## config.mk

```make
export PLATFORM = sky130hd
export DESIGN_NAME = if_fetch_stage_flat
export DESIGN_NICKNAME = d
export VERILOG_FILES = /design/src/rtl/if_fetch_stage_if.sv /design/src/rtl/if_fetch_stage.sv /design/src/flat_wrapper.sv
export SDC_FILE = /design/constraint.sdc
export NUM_CORES = 1
export LEC_CHECK = 0
export BUFFER_PORTS_ARGS = -buffer_cell sky130_fd_sc_hd__buf_2
export CAP_MARGIN = 20
export CORE_MARGIN = 2
export CORE_UTILIZATION = 48
export CTS_BUF_LIST = sky130_fd_sc_hd__clkbuf_8 sky130_fd_sc_hd__clkbuf_16
export CTS_CLUSTER_DIAMETER = 30
export DETAILED_ROUTE_END_ITERATION = 16
export PLACE_DENSITY = 0.84
export SETUP_SLACK_MARGIN = 0.1
export SYNTH_ARGS = -nofsm -noshare
export SYNTH_HDL_FRONTEND = slang
export SYNTH_SLANG_ARGS = --single-unit
```

## constraint.sdc

```tcl
create_clock -name clk -period 2 [get_ports clk]
set_input_delay 0 -clock clk [delete_from_list [all_inputs] [get_ports clk]]
set_output_delay 0 -clock clk [all_outputs]
set_load 0.02 [all_outputs]
```

## src/rtl/if_fetch_stage_if.sv

```systemverilog
// Instruction-memory request/response channel between fetch and imem.
// One outstanding request; responses are single-cycle pulses.
interface if_fetch_stage_if;
  logic        req_valid;
  logic        req_ready;
  logic [31:0] addr;
  logic        rsp_valid;
  logic [31:0] rsp_data;

  modport master (
    output req_valid,
    output addr,
    input  req_ready,
    input  rsp_valid,
    input  rsp_data
  );

  modport slave (
    input  req_valid,
    input  addr,
    output req_ready,
    output rsp_valid,
    output rsp_data
  );
endinterface

```

## src/rtl/if_fetch_stage.sv

```systemverilog
// Instruction fetch stage with IF/ID register, 1-entry skid buffer
// and immediate-select pre-decode for the ID immediate generator.
module if_fetch_stage #(
  parameter logic [31:0] RESET_PC = 32'h0000_0000,
  parameter int          XLEN     = 32
) (
  input  logic            clk,
  input  logic            rst_n,
  if_fetch_stage_if.master imem,
  input  logic            redirect_valid,
  input  logic [XLEN-1:0] redirect_pc,
  input  logic            id_stall,
  output logic            id_valid,
  output logic [XLEN-1:0] id_pc,
  output logic [XLEN-1:0] id_instr,
  output logic [24:0]     id_imm_field,
  output logic [2:0]      id_imm_sel
);

  typedef enum logic [1:0] {
    S_REQ,
    S_WAIT,
    S_HOLD
  } state_t;

  typedef struct packed {
    logic [31:0] pc;
    logic [31:0] instr;
    logic [24:0] immField;
    logic [2:0]  immSel;
  } if_id_t;

  localparam logic [31:0] NOP = 32'h0000_0013;

  function automatic logic [2:0] immSelOf(
    input logic [6:0] op
  );
    logic [2:0] sel;
    unique case (op)
      7'b0010011,
      7'b0000011,
      7'b1100111: sel = 3'b000;
      7'b1101111: sel = 3'b001;
      7'b0100011: sel = 3'b010;
      7'b0110111,
      7'b0010111: sel = 3'b011;
      7'b1100011: sel = 3'b100;
      default:    sel = 3'b111;
    endcase
    return sel;
  endfunction

  state_t      state, stateNxt;
  logic [31:0] pc, pcNxt;
  logic        drop, dropNxt;
  logic [31:0] bufPc, bufInstr;
  logic        bufWr;
  logic        idValid;
  if_id_t      idReg;

  logic        slotFree;
  logic        loadId;
  logic        killId;
  logic [31:0] srcPc, srcInstr;
  logic        unusedPcBits;

  assign unusedPcBits = ^redirect_pc[1:0];
  assign slotFree     = !idValid || !id_stall;

  assign imem.req_valid = rst_n && (state == S_REQ);
  assign imem.addr      = pc;

  always_comb begin
    stateNxt = state;
    pcNxt    = pc;
    dropNxt  = drop;
    loadId   = 1'b0;
    killId   = 1'b0;
    bufWr    = 1'b0;
    srcPc    = bufPc;
    srcInstr = bufInstr;
    if (redirect_valid) begin
      pcNxt  = {redirect_pc[31:2], 2'b00};
      killId = 1'b1;
      unique case (state)
        S_REQ: begin
          // old-address request leaves with this handshake
          if (imem.req_ready) begin
            stateNxt = S_WAIT;
            dropNxt  = 1'b1;
          end
        end
        S_WAIT: begin
          if (imem.rsp_valid) begin
            stateNxt = S_REQ;
            dropNxt  = 1'b0;
          end else begin
            dropNxt  = 1'b1;
          end
        end
        default: stateNxt = S_REQ;
      endcase
    end else begin
      unique case (state)
        S_REQ: begin
          if (imem.req_ready) stateNxt = S_WAIT;
        end
        S_WAIT: begin
          if (imem.rsp_valid) begin
            if (drop) begin
              dropNxt  = 1'b0;
              stateNxt = S_REQ;
            end else begin
              pcNxt    = pc + 32'd4;
              srcPc    = pc;
              srcInstr = imem.rsp_data;
              if (slotFree) begin
                loadId   = 1'b1;
                stateNxt = S_REQ;
              end else begin
                bufWr    = 1'b1;
                stateNxt = S_HOLD;
              end
            end
          end
        end
        S_HOLD: begin
          if (slotFree) begin
            loadId   = 1'b1;
            stateNxt = S_REQ;
          end
        end
        default: stateNxt = S_REQ;
      endcase
    end
  end

  always_ff @(posedge clk or negedge rst_n) begin
    if (!rst_n) begin
      state    <= S_REQ;
      pc       <= RESET_PC;
      drop     <= 1'b0;
      bufPc    <= '0;
      bufInstr <= '0;
    end else begin
      state <= stateNxt;
      pc    <= pcNxt;
      drop  <= dropNxt;
      if (bufWr) begin
        bufPc    <= srcPc;
        bufInstr <= srcInstr;
      end
    end
  end

  always_ff @(posedge clk or negedge rst_n) begin
    if (!rst_n) begin
      idValid <= 1'b0;
      idReg   <= '{pc: '0, instr: NOP, immField: NOP[31:7], immSel: 3'b000};
    end else if (killId) begin
      idValid <= 1'b0;
    end else if (loadId) begin
      idValid <= 1'b1;
      idReg   <= '{pc: srcPc, instr: srcInstr,
                   immField: srcInstr[31:7],
                   immSel: immSelOf(srcInstr[6:0])};
    end else if (idValid && !id_stall) begin
      idValid <= 1'b0;
    end
  end

  assign id_valid     = idValid;
  assign id_pc        = idReg.pc;
  assign id_instr     = idReg.instr;
  assign id_imm_field = idReg.immField;
  assign id_imm_sel   = idReg.immSel;

endmodule
```

## src/flat_wrapper.sv

```systemverilog
// flat-port wrapper written by rule: the top's interface ports become plain ports
module if_fetch_stage_flat 
#(
  parameter logic [31:0] RESET_PC = 32'h0000_0000,
  parameter int          XLEN     = 32
)
  (clk, rst_n, redirect_valid, redirect_pc, id_stall, id_valid, id_pc, id_instr, id_imm_field, id_imm_sel, imem_req_valid, imem_addr, imem_req_ready, imem_rsp_valid, imem_rsp_data);
  if_fetch_stage_if imem_i ();
  input  logic clk;
  input  logic rst_n;
  input  logic redirect_valid;
  input  logic [XLEN-1:0] redirect_pc;
  input  logic id_stall;
  output logic id_valid;
  output logic [XLEN-1:0] id_pc;
  output logic [XLEN-1:0] id_instr;
  output logic [24:0] id_imm_field;
  output logic [2:0] id_imm_sel;
  output wire logic [$bits(imem_i.req_valid)-1:0] imem_req_valid;
  output wire logic [$bits(imem_i.addr)-1:0] imem_addr;
  input wire logic [$bits(imem_i.req_ready)-1:0] imem_req_ready;
  input wire logic [$bits(imem_i.rsp_valid)-1:0] imem_rsp_valid;
  input wire logic [$bits(imem_i.rsp_data)-1:0] imem_rsp_data;
  assign imem_req_valid = imem_i.req_valid;
  assign imem_addr = imem_i.addr;
  assign imem_i.req_ready = imem_req_ready;
  assign imem_i.rsp_valid = imem_rsp_valid;
  assign imem_i.rsp_data = imem_rsp_data;
  if_fetch_stage #(.RESET_PC(RESET_PC), .XLEN(XLEN)) u_core (.clk(clk), .rst_n(rst_n), .imem(imem_i), .redirect_valid(redirect_valid), .redirect_pc(redirect_pc), .id_stall(id_stall), .id_valid(id_valid), .id_pc(id_pc), .id_instr(id_instr), .id_imm_field(id_imm_field), .id_imm_sel(id_imm_sel));
endmodule
```

==> results of run 1 <==
==> power groups by stage <==
| stage | registers, uW | logic, uW | clock network [uW] |
|---|---|---|---|
| floorplan | 4980 | 1520 | 0 |
| global placement | 4410 | 3030 | 0 |
| detailed placement | 4450 | 3110 | 0 |
| CTS | 4410 | 3230 | 3300 |
| global route | 4500 | 3550 | 3440 |
| finish | 4420 | 3290 | 3240 |
==> worst max-delay path: stages (launching register included) <==
cell	delay [ps]
dfrtp_1	390
inv_2	90
ha_4	140
and4b_2	290
nand4_1	220
buf_4	230
or3_1	310
a31oi_1	180
==> logic make-up after synthesis <==
family                   count (synthesis)
XOR/XNOR                                10
AND/OR/NAND/NOR                        204
flip-flops                             165
adder cells (fa/ha/maj)                  4
AO/OA/AOI/OAI                          135
multiplexers                           123
other                                    1
buffers and inverters                   86
==> registers in the layout, summed over array words and instances, names as in the netlist <==
signal / cells
u_core.bufInstr: 32
u_core.bufPc: 32
u_core.drop: 1
u_core.id_imm_field: 25
u_core.id_imm_sel: 3
u_core.id_instr: 7
u_core.id_pc: 32
u_core.id_valid: 1
u_core.imem.addr: 30
u_core.state: 2
==> final timing paths <==
path / end / slack, ps / start
min: u_core.drop / 20 / imem_rsp_valid
min reg2reg: u_core.id_pc[5] / 470 / u_core.id_pc[5]
max: u_core.imem.addr[24] / 80 / u_core.state[1]
max in group asynchronous: u_core.imem.addr[2] / 1120 / rst_n
max reg2reg: u_core.imem.addr[24] / 80 / u_core.state[1]
min in group asynchronous: u_core.bufInstr[8] / 60 / rst_n
==> cell type report <==
| type | count | area (um2) | share of cell area (%) |
|---|---|---|---|
| well taps | 216 | 270 | 2.54 |
| clock buffers | 19 | 453 | 4.25 |
| inverters | 11 | 41.3 | 0.387 |
| multi-input cells | 479 | 3370 | 31.6 |
| clock inverters | 12 | 133 | 1.24 |
| repair buffers | 318 | 2250 | 21.1 |
| flip-flops and latches | 165 | 4140 | 38.8 |
==> through the flow <==
stage                     utilization [%]  setup TNS, ps  area (um2)  power (uW)  worst slack, ps
final                                66.6              0       10700       11000             75.1
after global routing                 66.6        -0.0955       10700       11500          -0.0955
after CTS                            65.4              0       10500       10900             83.3
after detailed placement             57.1           -122        9130        7560            -47.7
after global placement               57.1              0        9130        7440             57.6
after floorplan                         -              0        7900        6490              109
==> synth_stat cells (3+ instances only) <==
cell / number / area (um2)
or3_1: 5 / 31.3
and4_1: 4 / 35.0
clkbuf_1: 20 / 75.1
dfstp_2: 3 / 78.8
ha_1: 4 / 50.1
inv_1: 10 / 37.5
buf_2: 24 / 120
nand4_1: 14 / 87.6
a21oi_1: 7 / 35.0
o21ai_1: 10 / 50.1
xor2_1: 6 / 52.6
and3_1: 7 / 43.8
mux2i_1: 61 / 611
dfrtp_1: 162 / 4050
o21ai_0: 71 / 355
mux2_1: 8 / 90.1
nand3_1: 16 / 80.1
mux2_2: 54 / 608
nand2_1: 92 / 345
or4_1: 12 / 90.1
xnor2_1: 4 / 35.0
nor2b_1: 6 / 37.5
nor2_1: 25 / 93.8
nor4_1: 5 / 31.3
o31ai_1: 12 / 90.1
a31oi_1: 16 / 100
buf_4: 27 / 203
==> layer usage <==
metal | track usage, % | part of all wire [%] | up-vias | routed length [um]
li1 | - | - | 3117 | -
met1 | 30.0 | 41 | 3328 | 8770
met2 | 41.2 | 50 | 283 | 10700
met3 | 4.88 | 6.6 | 42 | 1410
met4 | 7.95 | 2.1 | 0 | 456
met5 | 0 | 0 | - | 0
==> what timing repair did <==
| action | 4_1_cts | 5_1_grt |
|---|---|---|
| pin swaps | 5 | 10 |
| hold buffers | 70 | 0 |
| gates resized for setup | 6 | 14 |
| gates cloned | 1 | 3 |
| endpoints found under the hold margin | 260 | 0 |
| buffers inserted | 2 | 8 |
| endpoints found under the setup margin | 81 | 31 |
==> impl.org, run 1 <==
** Outcome
- Status :: finished clean

** Worst setup path
- Worst Setup Path Type :: flop to flop
- CP required :: around 2300 ps
- In this run the worst path has a maximum fanout of 5.
- Data on the critical path arrives at its endpoint at 2260 ps.
- The worst setup path is captured at a flop.
- STA classifies the critical path startpoint as a flop.
- R2R cell count :: 7

** Finish
- From synthesis to final layout, the design area changed by 35.0%.
- The number of antenna diodes in the final layout is 0.
- Of the cells placed in the final design, the portion with a size suffix greater than 1 is 35.0%.
- The filler cells instantiated in the layout total 1,227.
- The library cell used most frequently in the layout, excluding fill and tap cells, is buf_2.
- Post-route non-filler standard cell count :: 1,220
- The top cell types in the final layout, fill and taps aside, are 190 x buf_2, 160 x dfrtp_1, 92 x nand2_1, 71 x o21ai_0, 70 x dlygate4sd3_1.
- The net count of the finished layout is 1,066.

** STA
- Final worst hold slack :: 20.3 ps
- Min Clock Period, post-route :: 1920 ps
- The max-slew violation count came to 0.
- Setup repair after global routing could not meet its margin everywhere.
- Endpoints failing hold :: 0
- Setup violations remaining at the end of the flow were counted as 0.
- Timing would allow up to ~0.52 GHz.
- Share of the clock period used by the worst path after layout :: 96.2%
- Max Clock Skew :: ~11 ps

** Power
- Of the total power, the share spent switching nets is about a third.
- Clock power share :: between 20% and 30%
- Internal power :: approximately 7000 uW
- In this run, the combinational gates consume 30.0% of the power.
- In this run the static leakage power is around 0.0055 uW.
- Largest voltage drop on the vdd net :: about 0.6 mV
- Reported net switching power :: roughly 3700 uW
- Power share of the sequential group :: between 40% and 50%
- Dividing total power by cell area gives a power density of 1030 nW/um2.

** Clock tree
- Buffers inserted during clock tree synthesis total 17.
- TritonCTS built the clock tree.
- Clock transition at the registers of the reported paths :: 60 ps
- The H-tree was split into 4 levels.
- Sinks on Clock Net :: ~170
- The cell sitting at the root of the clock tree is a clkbuf_16.
- Counting along the longest clock path gives a buffer depth of 2.
- For the worst-skew pair, the clock arrives at the later sink with an insertion delay of 420 ps.

** Detailed routing
- Pre-Repair DR Iteration Count :: 5
- # DRC :: 0
- After detailed routing, the average wire length per cell comes to around 18 um.
- The detailed router finished its first iteration with approximately 430 violations.
- Detailed-route via count :: roughly 6,800
- Remaining number of nets flagged by the antenna check after routing :: 0
- Post-Route WL :: approximately 21,000 um
- Dividing the detail-routed via count by the number of cells gives roughly 5.5.

** Floorplanning
- The floorplan step set the die height to about 130 um.
- Floorplan die area :: 17,500 um2
- For this configuration, the core starts out at a cell density of roughly half.
- Core region area :: between 15,000 and 20,000 um2
- From left edge to right edge, the die measures about 130 um.
- Top-level I/O count :: between 150 and 200
- Standard-cell row count :: 46

** Synthesis
- Counting flops with an async set or reset pin after synthesis yields a share of between 90% and 100%.
- The synthesized design contains 0 enable-type register cells.
- The synthesized netlist occupies a cell area of ~7900 um2.
- Summing the areas of all and, or, nand and nor instances in the mapped netlist gives between 10% and 20% of the synthesized area.
- The netlist uses 61 different library cells.
- Main combinational cell family by area after synthesis :: multiplexers
- Most used DFF post-synth :: dfrtp_1
- Mapped Avg Cell Area :: 10.8 um2
- FF+latch count, synth :: 165
- Post-Synth XOR/XNOR Area :: 1.11%
- Area fraction in compound gates after synthesis :: around 10%
- Share of the yosys chip area belonging to registers :: a little over half
- Synthesis produced a netlist whose cell count is around 730.
- During synthesis, Yosys emitted a total of 0 warnings.
- After Yosys synthesis, full adders, half adders and majority gates account for less than 1% of the synthesized area.
- Portion of netlist area occupied by mux cells :: roughly 17%

** Place
- Port buffering added 191 buffers.
- Routability Congestion :: just over 0.8
- DP HPWL :: 13,400 um
- After detailed placement, the design holds a cell count of 1,105.

** Job
- Max Cap Violations :: 0

** Hold path
- Path class of the lowest-slack min-delay path :: input port to flop
- The worst hold path passes through 4 cells.

** Global routing
- Global-route wire length before repair :: around 34,000 um
- The total overflow left after global routing is 0.
- Antenna violations before repair :: 0
- Entering global routing, the biggest net connects 86 pins.
- Overall fraction of global-route tracks in use :: 23.9%
- Number of global-route vias before repair :: 6,766
No activity file was read; power rests on OpenSTA's default activity.
==> run 2: changes to the inputs <==
--- a/config.mk
+++ b/config.mk
@@ -8,11 +8,11 @@
 export BUFFER_PORTS_ARGS = -buffer_cell sky130_fd_sc_hd__buf_2
 export CAP_MARGIN = 20
 export CORE_MARGIN = 2
-export CORE_UTILIZATION = 48
+export CORE_UTILIZATION = 54
 export CTS_BUF_LIST = sky130_fd_sc_hd__clkbuf_8 sky130_fd_sc_hd__clkbuf_16
 export CTS_CLUSTER_DIAMETER = 30
 export DETAILED_ROUTE_END_ITERATION = 16
-export PLACE_DENSITY = 0.84
+export PLACE_DENSITY = 0.89
 export SETUP_SLACK_MARGIN = 0.1
 export SYNTH_ARGS = -nofsm -noshare
 export SYNTH_HDL_FRONTEND = slang
==> constraint.sdc (replaced) <==
create_clock -name clk -period 1.8 [get_ports clk]
set_input_delay 0 -clock clk [delete_from_list [all_inputs] [get_ports clk]]
set_output_delay 0 -clock clk [all_outputs]
set_load 0.02 [all_outputs]
==> impl.org, run 2 (synthesis results as in run 1) <==
** Outcome
- The flow ran to the end, but the final reports show violations.
- The final reports fail on negative setup slack.

** Detailed routing
- The routed length on met1 is 10,000 um (+14%).
- The met3 routed wirelength was 1850 um (+31%).
- The total routed wirelength came to 26,700 um (+25%).
- Remaining number of nets flagged by the antenna check after routing :: 0 (unchanged)
- Detailed-route via count :: 7,366 (+8.8%)
- The average vias per placed instance came to 6.02 (+8.4%).
- The amount of wire on met2 after detailed routing was 13,800 um (+29%).
- Wirelength per Cell :: 21.8 um (+25%)
- Pre-Repair DR Iteration Count :: 5 (unchanged)
- Top sig layer :: met4
- The final routed DRC violation total was 0 (unchanged).
- First-iteration detailed-routing DRC count :: 649 (+51%)

** Worst setup path
- Nature of the critical path startpoint :: flop
- CP required :: 2080 ps (-260 ps)
- The slowest stage of the critical path belongs to the cell dfrtp_1.
- The arrival time at the worst endpoint came to 2240 ps (-20 ps).
- Max stage delay on crit path :: 400 ps (about the same)
- R2R cell count :: 7 (unchanged)
- By startpoint and endpoint, the worst setup path is classified as flop to flop.
- Highest net fanout along the worst path :: 5 (unchanged)
- Traced cell by cell, the critical path runs through inv_2, ha_4, and4b_2, nand4_1, buf_4, o31ai_2, a31oi_1.
- Crit end category :: flop

** Finish
- The number of nets in the finished design came to 1,101 (+3.3%).
- Share of final-layout standard cells stronger than drive strength 1 :: 46.7% (+12 points)
- Compared with the post-synthesis result, the final layout area differs by 49.2%.
- Fraction of the core area covered by cells at the end of the flow :: 81.7% (+15 points)
- Most frequent cells in the layout :: 190 x buf_2, 151 x dfrtp_1, 65 x dlygate4sd3_1, 62 x mux2_4, 59 x mux2i_1
- The summed area of non-filler cells in the final layout was 11,800 um2 (+11%).
- Most common cell after layout, fill and taps aside :: buf_2

** Global routing
- The number of global-route vias before repair came to 6,901 (+2.0%).
- Overall overflow remaining after global route :: 0 (unchanged)
- The first-pass GRT wire length is 35,000 um (+3.3%).
- The maximum number of pins on one net before global-route repair came to 82 (-4.7%).
- The number of antenna violations at the first check in global routing was 1 (+1).
- Overall fraction of global-route tracks in use :: 28.2% (+4.4 points)

** STA
- The worst clock skew is 6.43 ps (-4.23 ps).
- Slew of the pin with the lowest slew margin :: approximately 500 ps
- The time the final worst path needs with I/O delays and setup is 1950 ps (+27.8 ps).
- Fin Setup TNS :: -6300 ps (-6300 ps)
- Least setup slack across all paths after layout :: -153 ps (-228 ps)
- The post-route fraction of the period consumed by the critical path is 108% (+12 points).
- The maximum achievable frequency is 0.512 GHz (-1.4%).
- The max-slew violation count came to 0 (unchanged).
- The worst pin sits at a relative slew slack of 66.1%.
- Setup repair after global routing could not meet its margin everywhere.
- The setup-violating endpoint count in the final report was 126 (+126).
- The final hold violation count is 0 (unchanged).

** Place
- The number of port buffers was 191 (unchanged).
- DP HPWL :: 13,000 um (-2.3%)
- Instance area at placement :: 9320 um2 (+2.1%)
- Routability Congestion :: 0.825 (+0.55%)

** Floorplanning
- Vertical die dimension :: 125 um (-5.5%)
- The initial cell density of the core was 54.7% (+5.4 points).
- Standard-cell row count :: 44 (-4.3%)
- The die outline width is 125 um (-5.5%).
- Top-level I/O count :: 196 (unchanged)
- The core region area is 14,400 um2 (-9.9%).
- The area enclosed by the die boundary is 15,600 um2 (-11%).

** Clock tree
- TritonCTS built the clock tree.
- Clk Tree Root Cell :: clkbuf_16
- Clock latency on the worst-skew pair :: 420 ps (about the same)
- The CTS sink count is 165 (unchanged).
- The depth of the CTS H-tree is 4 (unchanged).
- Maximum buffer depth of the clock tree :: 2 (unchanged)
- The clock buffer count from CTS came to 17 (unchanged).
- The clock transition at the registers of the reported paths came to 60 ps (about the same).

** Power
- The worst voltage drop across the vdd grid is 0.713 mV (+16%).
- Ratio of total power to cell area :: 1100 nW/um2 (+7.1%)
- Leakage power total :: 0.00592 uW (+8.1%)

** Hold path
- Depth of the worst hold-timing path :: 4 (unchanged)
- Path class of the lowest-slack min-delay path :: input port to flop

** Job
- The number of max-cap violations was 0 (unchanged).
## run 2: cell count changes in the layout (fill, tap and decap cells not counted), moves of 13 or more
cell / before / now
buf_4: 41 / 54
o21ai_0: 71 / 26
nand2_1: 92 / 56
o21ai_2: 0 / 28
nand2_4: 0 / 14
o21ai_1: 10 / 27
mux2_2: 54 / 0
mux2_4: 0 / 62
nand2_2: 0 / 22
## run 2: cell type report
class,count,area (um2)
Sequential cell,165,4150
Inverter,11,41.3
Multi-Input combinational cell,479,3930
Antenna cell,1,2.50
Fill cell,762,2650
Tap cell,184,230
Clock buffer,20,467
Timing Repair Buffer,353,2870
Clock inverter,11,87.6
## run 2: critical path, delay by kind of cell (launching register included)
kind	cells	cell delay (ps)
buffers and inverters	2	350
adder cells (fa/ha/maj)	1	130
AND/OR/NAND/NOR	2	550
flip-flops	1	400
AO/OA/AOI/OAI	2	400
## run 2: timing repair
item / CTS / global route
cloned: 3 / 16
hold buffers: 65 / 0
buffers inserted: 9 / 5
endpoints found under the hold margin: 262 / 0
setup endpoints to repair: 147 / 157
pin swaps: 12 / 53
resized for setup: 38 / 197
## run 2: through the flow
step | setup slack [ps] | total power, uW | hold WS (ps) | instances
detailed placement | -160 | 8490 | -59.0 | 1095
global route | -222 | 13500 | 82.9 | 1224
global placement | -28.2 | 8350 | -63.7 | 1095
CTS | -77.4 | 12100 | 50.9 | 1203
finish | -153 | 13000 | 58.7 | 1224
floorplan | -22.2 | 7290 | -296 | 729
## run 2: report_power, final
part | total [uW] | internal [uW] | switching, uW
clock network | 3450 | 1990 | 1460
registers | 5030 | 4440 | 594
logic | 4480 | 1920 | 2570
total | 13000 | 8340 | 4620
## run 2: final timing paths
kind,end,slack (ps),start
setup / recovery,u_core.imem.addr[28],-150,u_core.state[1]
hold / removal,u_core.drop,60,imem_rsp_valid
setup reg to reg,u_core.imem.addr[28],-150,u_core.state[1]
hold reg to reg,u_core.id_instr[4],480,u_core.id_instr[4]
max in group asynchronous,u_core.imem.addr[3],920,rst_n
min in group asynchronous,u_core.id_imm_field[1],90,rst_n
## run 2: layer usage
metal  up-vias  GRT usage [%]
met4         0           13.1
met5         -              0
met1      3626           34.4
met2       453           48.7
li1       3201              -
met3        86           5.63
==> run 3: changes to the inputs <==
--- a/config.mk
+++ b/config.mk
@@ -7,13 +7,12 @@
 export LEC_CHECK = 0
 export BUFFER_PORTS_ARGS = -buffer_cell sky130_fd_sc_hd__buf_2
 export CAP_MARGIN = 20
-export CORE_MARGIN = 2
+export CORE_MARGIN = 3
 export CORE_UTILIZATION = 54
 export CTS_BUF_LIST = sky130_fd_sc_hd__clkbuf_8 sky130_fd_sc_hd__clkbuf_16
 export CTS_CLUSTER_DIAMETER = 30
 export DETAILED_ROUTE_END_ITERATION = 16
 export PLACE_DENSITY = 0.89
-export SETUP_SLACK_MARGIN = 0.1
 export SYNTH_ARGS = -nofsm -noshare
 export SYNTH_HDL_FRONTEND = slang
 export SYNTH_SLANG_ARGS = --single-unit
==> impl.org, run 3 (synthesis results as in run 1) <==
** STA
- Least setup slack across all paths after layout :: -152 ps (+0.651 ps)
- The setup-violating endpoint count in the final report is 92 (-27%).
- Slew of the pin with the lowest slew margin :: 565 ps (+63.9 ps)
- Relative slew slack :: 62.0% (-4.1 points)
- RSZ-0062 raised after global routing :: true
- Endpoints failing hold :: 0 (unchanged)
- The worst-case hold slack is 22.6 ps (-36.1 ps).
- The post-route fraction of the period consumed by the critical path is 108% (about the same).
- Maximum achievable frequency :: 0.512 GHz (about the same)
- The worst clock skew is 8.94 ps (+2.50 ps).
- Min Clock Period, post-route :: 1950 ps (-0.651 ps)
- Max-slew violation count :: 0 (unchanged)

** Finish
- Share of final-layout standard cells stronger than drive strength 1 :: 44.6% (-2.1 points)
- Most frequent cells in the layout :: 190 x buf_2, 152 x dfrtp_1, 65 x dlygate4sd3_1, 64 x nand2_1, 60 x mux2i_1
- Leaving out fill and tap cells, the most frequent cell in the layout is buf_2.
- Area growth, synth to finish :: 48.5%
- The number of nets in the finished design came to 1,101 (unchanged).
- The final core utilization was 83.2% (+1.6 points).
- The count of inserted antenna diode cells was 0 (-1).

** Worst setup path
- The arrival time at the worst endpoint is 2300 ps (+60 ps).
- R2r setup slk :: -150 ps (about the same)
- The largest fanout of any net on the critical path came to 4 (-1).
- The count of buffering cells on the critical path with inverters included is 2 (unchanged).
- Nature of the critical path startpoint :: flop
- Last element of the critical path :: u_core.imem.addr[30]
- Max stage delay on crit path :: 400 ps (about the same)
- Ordered list of cells on the worst path :: inv_2, ha_4, and4b_2, nand4_1, buf_4, or4_1, a31oi_1
- The largest individual stage delay along the critical path comes from the cell dfrtp_1.
- The setup path with the least slack is of type flop to flop.
- Beginning of the worst register-to-register path :: u_core.state[1]
- The worst setup path is captured at a flop.
- R2R cell count :: 7 (unchanged)
- Critical register-to-register path endpoint :: u_core.imem.addr[30]
- The most critical setup path has its startpoint at u_core.state[1].
- Dominant delay contributor by cell family on the critical path :: simple AND/OR/NAND/NOR gates
- Number of stages on the worst setup path :: 7 (unchanged)
- CP required :: 2150 ps (+70 ps)

** Detailed routing
- The number of vias in the routed layout came to 7,339 (-0.37%).
- Wirelength per Cell :: 21.9 um (+0.30%)
- # DRC :: 0 (unchanged)
- First-iteration detailed-routing DRC count :: 511 (-21%)
- The number of detailed-route iterations in the first pass is 5 (unchanged).
- The count of antenna-violating nets left after detailed routing is 0 (unchanged).
- The total routed wirelength came to 26,700 um (about the same).
- The average vias per placed instance is 6.02 (about the same).

** Outcome
- The checks that failed: negative setup slack.
- The flow ran to the end, but the final reports show violations.

** Global routing
- The maximum number of pins on one net before global-route repair was 62 (-24%).
- Met2 track utilization from global routing :: 48.1% (-0.63 points)
- Global routing met3 resource utilization :: 7.16% (+1.5 points)
- The number of global-route vias before repair came to 7,199 (+4.3%).
- After global routing, the most crowded layer is met2.
- The number of antenna violations at the first check in global routing came to 0 (-1).
- Global-route wire length before repair :: 36,000 um (+2.8%)
- The global-route track usage on met1 came to 33.2% (-1.2 points).
- Overall fraction of global-route tracks in use :: 27.9% (-0.32 points)
- The leftover overflow at the end of global routing is 0 (unchanged).

** Power
- Power share of the sequential group :: 37.8% (-1.0 points)
- Clock power share :: 28.6% (+2.0 points)
- The cell leakage power came to 0.00590 uW (-0.23%).
- The combinational group share of total power is 33.6% (-1.0 points).
- Ratio of total power to cell area :: 1130 nW/um2 (+2.8%)
- Switching share of power :: 35.2% (-0.45 points)
- The power spent charging and discharging nets came to 4670 uW (+1.1%).
- Internal power :: 8600 uW (+3.1%)
- The worst voltage drop across the vdd grid is 0.983 mV (+38%).

** Clock tree
- Clk Tree Root Cell :: clkbuf_16
- The depth of the CTS H-tree is 4 (unchanged).
- The maximum count of clock buffers along a single path was 2 (unchanged).
- TritonCTS built the clock tree.
- The CTS sink count was 165 (unchanged).
- Clock transition at the registers of the reported paths :: 70 ps (about the same)
- The clock latency on the worst-skew pair came to 430 ps (about the same).
- Inserted Clock Buffers :: 17 (unchanged)

** Floorplanning
- The initial cell density of the core is 56.0% (+1.3 points).
- Vertical die dimension :: 127 um (+1.6%)
- The die outline width is 127 um (+1.6%).
- Core region area :: 14,100 um2 (-2.3%)
- Top-level I/O count :: 196 (unchanged)
- Floorplan die area :: 16,100 um2 (+3.2%)
- Standard-cell row count :: 43 (-2.3%)

** Place
- Buffers on Ports :: 191 (unchanged)
- Routability Congestion :: 0.913 (+11%)
- DP HPWL :: 13,800 um (+5.6%)
- The worst-case setup slack after placement came to -91.4 ps (+69.0 ps).

** Job
- Max Cap Violations :: 0 (unchanged)

** Hold path
- Path class of the lowest-slack min-delay path :: input port to async pin
==> run 3: changes by cell type in the layout (fill, tap and decap cells not counted), sizes merged <==
cell,delta
clkbuf,+4
clkinvlp,-2
buf,-1
bufinv,+1
clkinv,+1
diode,-1
inv,-1
nand4,-1
==> run 3: metrics by stage <==
| step | std cells | setup TNS (ps) | power [uW] | cell area, um2 |
|---|---|---|---|---|
| 2_1_floorplan | 729 | -27.2 | 7260 | 7970 |
| 3_3_place_gp | 1093 | -58.3 | 8460 | 9390 |
| 3_5_place_dp | 1093 | -687 | 8590 | 9390 |
| 4_1_cts | 1196 | -438 | 12500 | 10800 |
| 5_1_grt | 1220 | -13660 | 13800 | 11700 |
| 6_report | 1220 | -4730 | 13300 | 11700 |
==> run 3: worst register-to-register path: stages, from the launching register on <==
cell and delay (ps):
dfrtp_1 400, inv_2 80, ha_4 140, and4b_2 280, nand4_1 210, buf_4 210, or4_1 390, a31oi_1 170
==> run 3: timing repair <==
action | 4_1_cts | 5_1_grt
pin swaps | 9 | 30
gates resized for setup | 12 | 189
setup endpoints to repair | 25 | 124
gates cloned | 1 | 17
buffers inserted | 5 | 7
hold endpoints to repair | 258 | 0
hold buffers | 65 | 0
==> run 3: how the worst min path moves through the flow <==
stage,endpoint,slack (ps)
global placement,u_core.id_imm_field[11],-110
finish,u_core.id_imm_field[20],20
detailed placement,u_core.id_imm_field[11],-110
global route,u_core.id_imm_field[16],30
CTS,u_core.id_imm_field[11],4
floorplan,u_core.bufInstr[0],-300
==> run 3: layout make-up <==
cell class	instances	area, um2
clock buffer	22	494
clock inverter	10	120
fill	746	2370
inverter	11	41.3
multi-input combinational	478	3800
sequential	165	4150
tap	180	225
timing repair buffer	354	2900
==> run 3: routing by layer <==
| metal | vias to the layer above | wire [um] |
|---|---|---|
| li1 | 3195 | - |
| met1 | 3622 | 10300 |
| met2 | 418 | 13600 |
| met3 | 104 | 1820 |
| met4 | 0 | 1000 |
| met5 | - | 0 |
==> run 3: power by group through the flow <==
stage	Combinational, uW	Sequential (uW)	Clock, uW
2_1_floorplan	1720	5540	0
3_3_place_gp	3570	4890	0
3_5_place_dp	3650	4940	0
4_1_cts	3850	4890	3770
5_1_grt	4760	5090	3970
6_report	4460	5020	3790
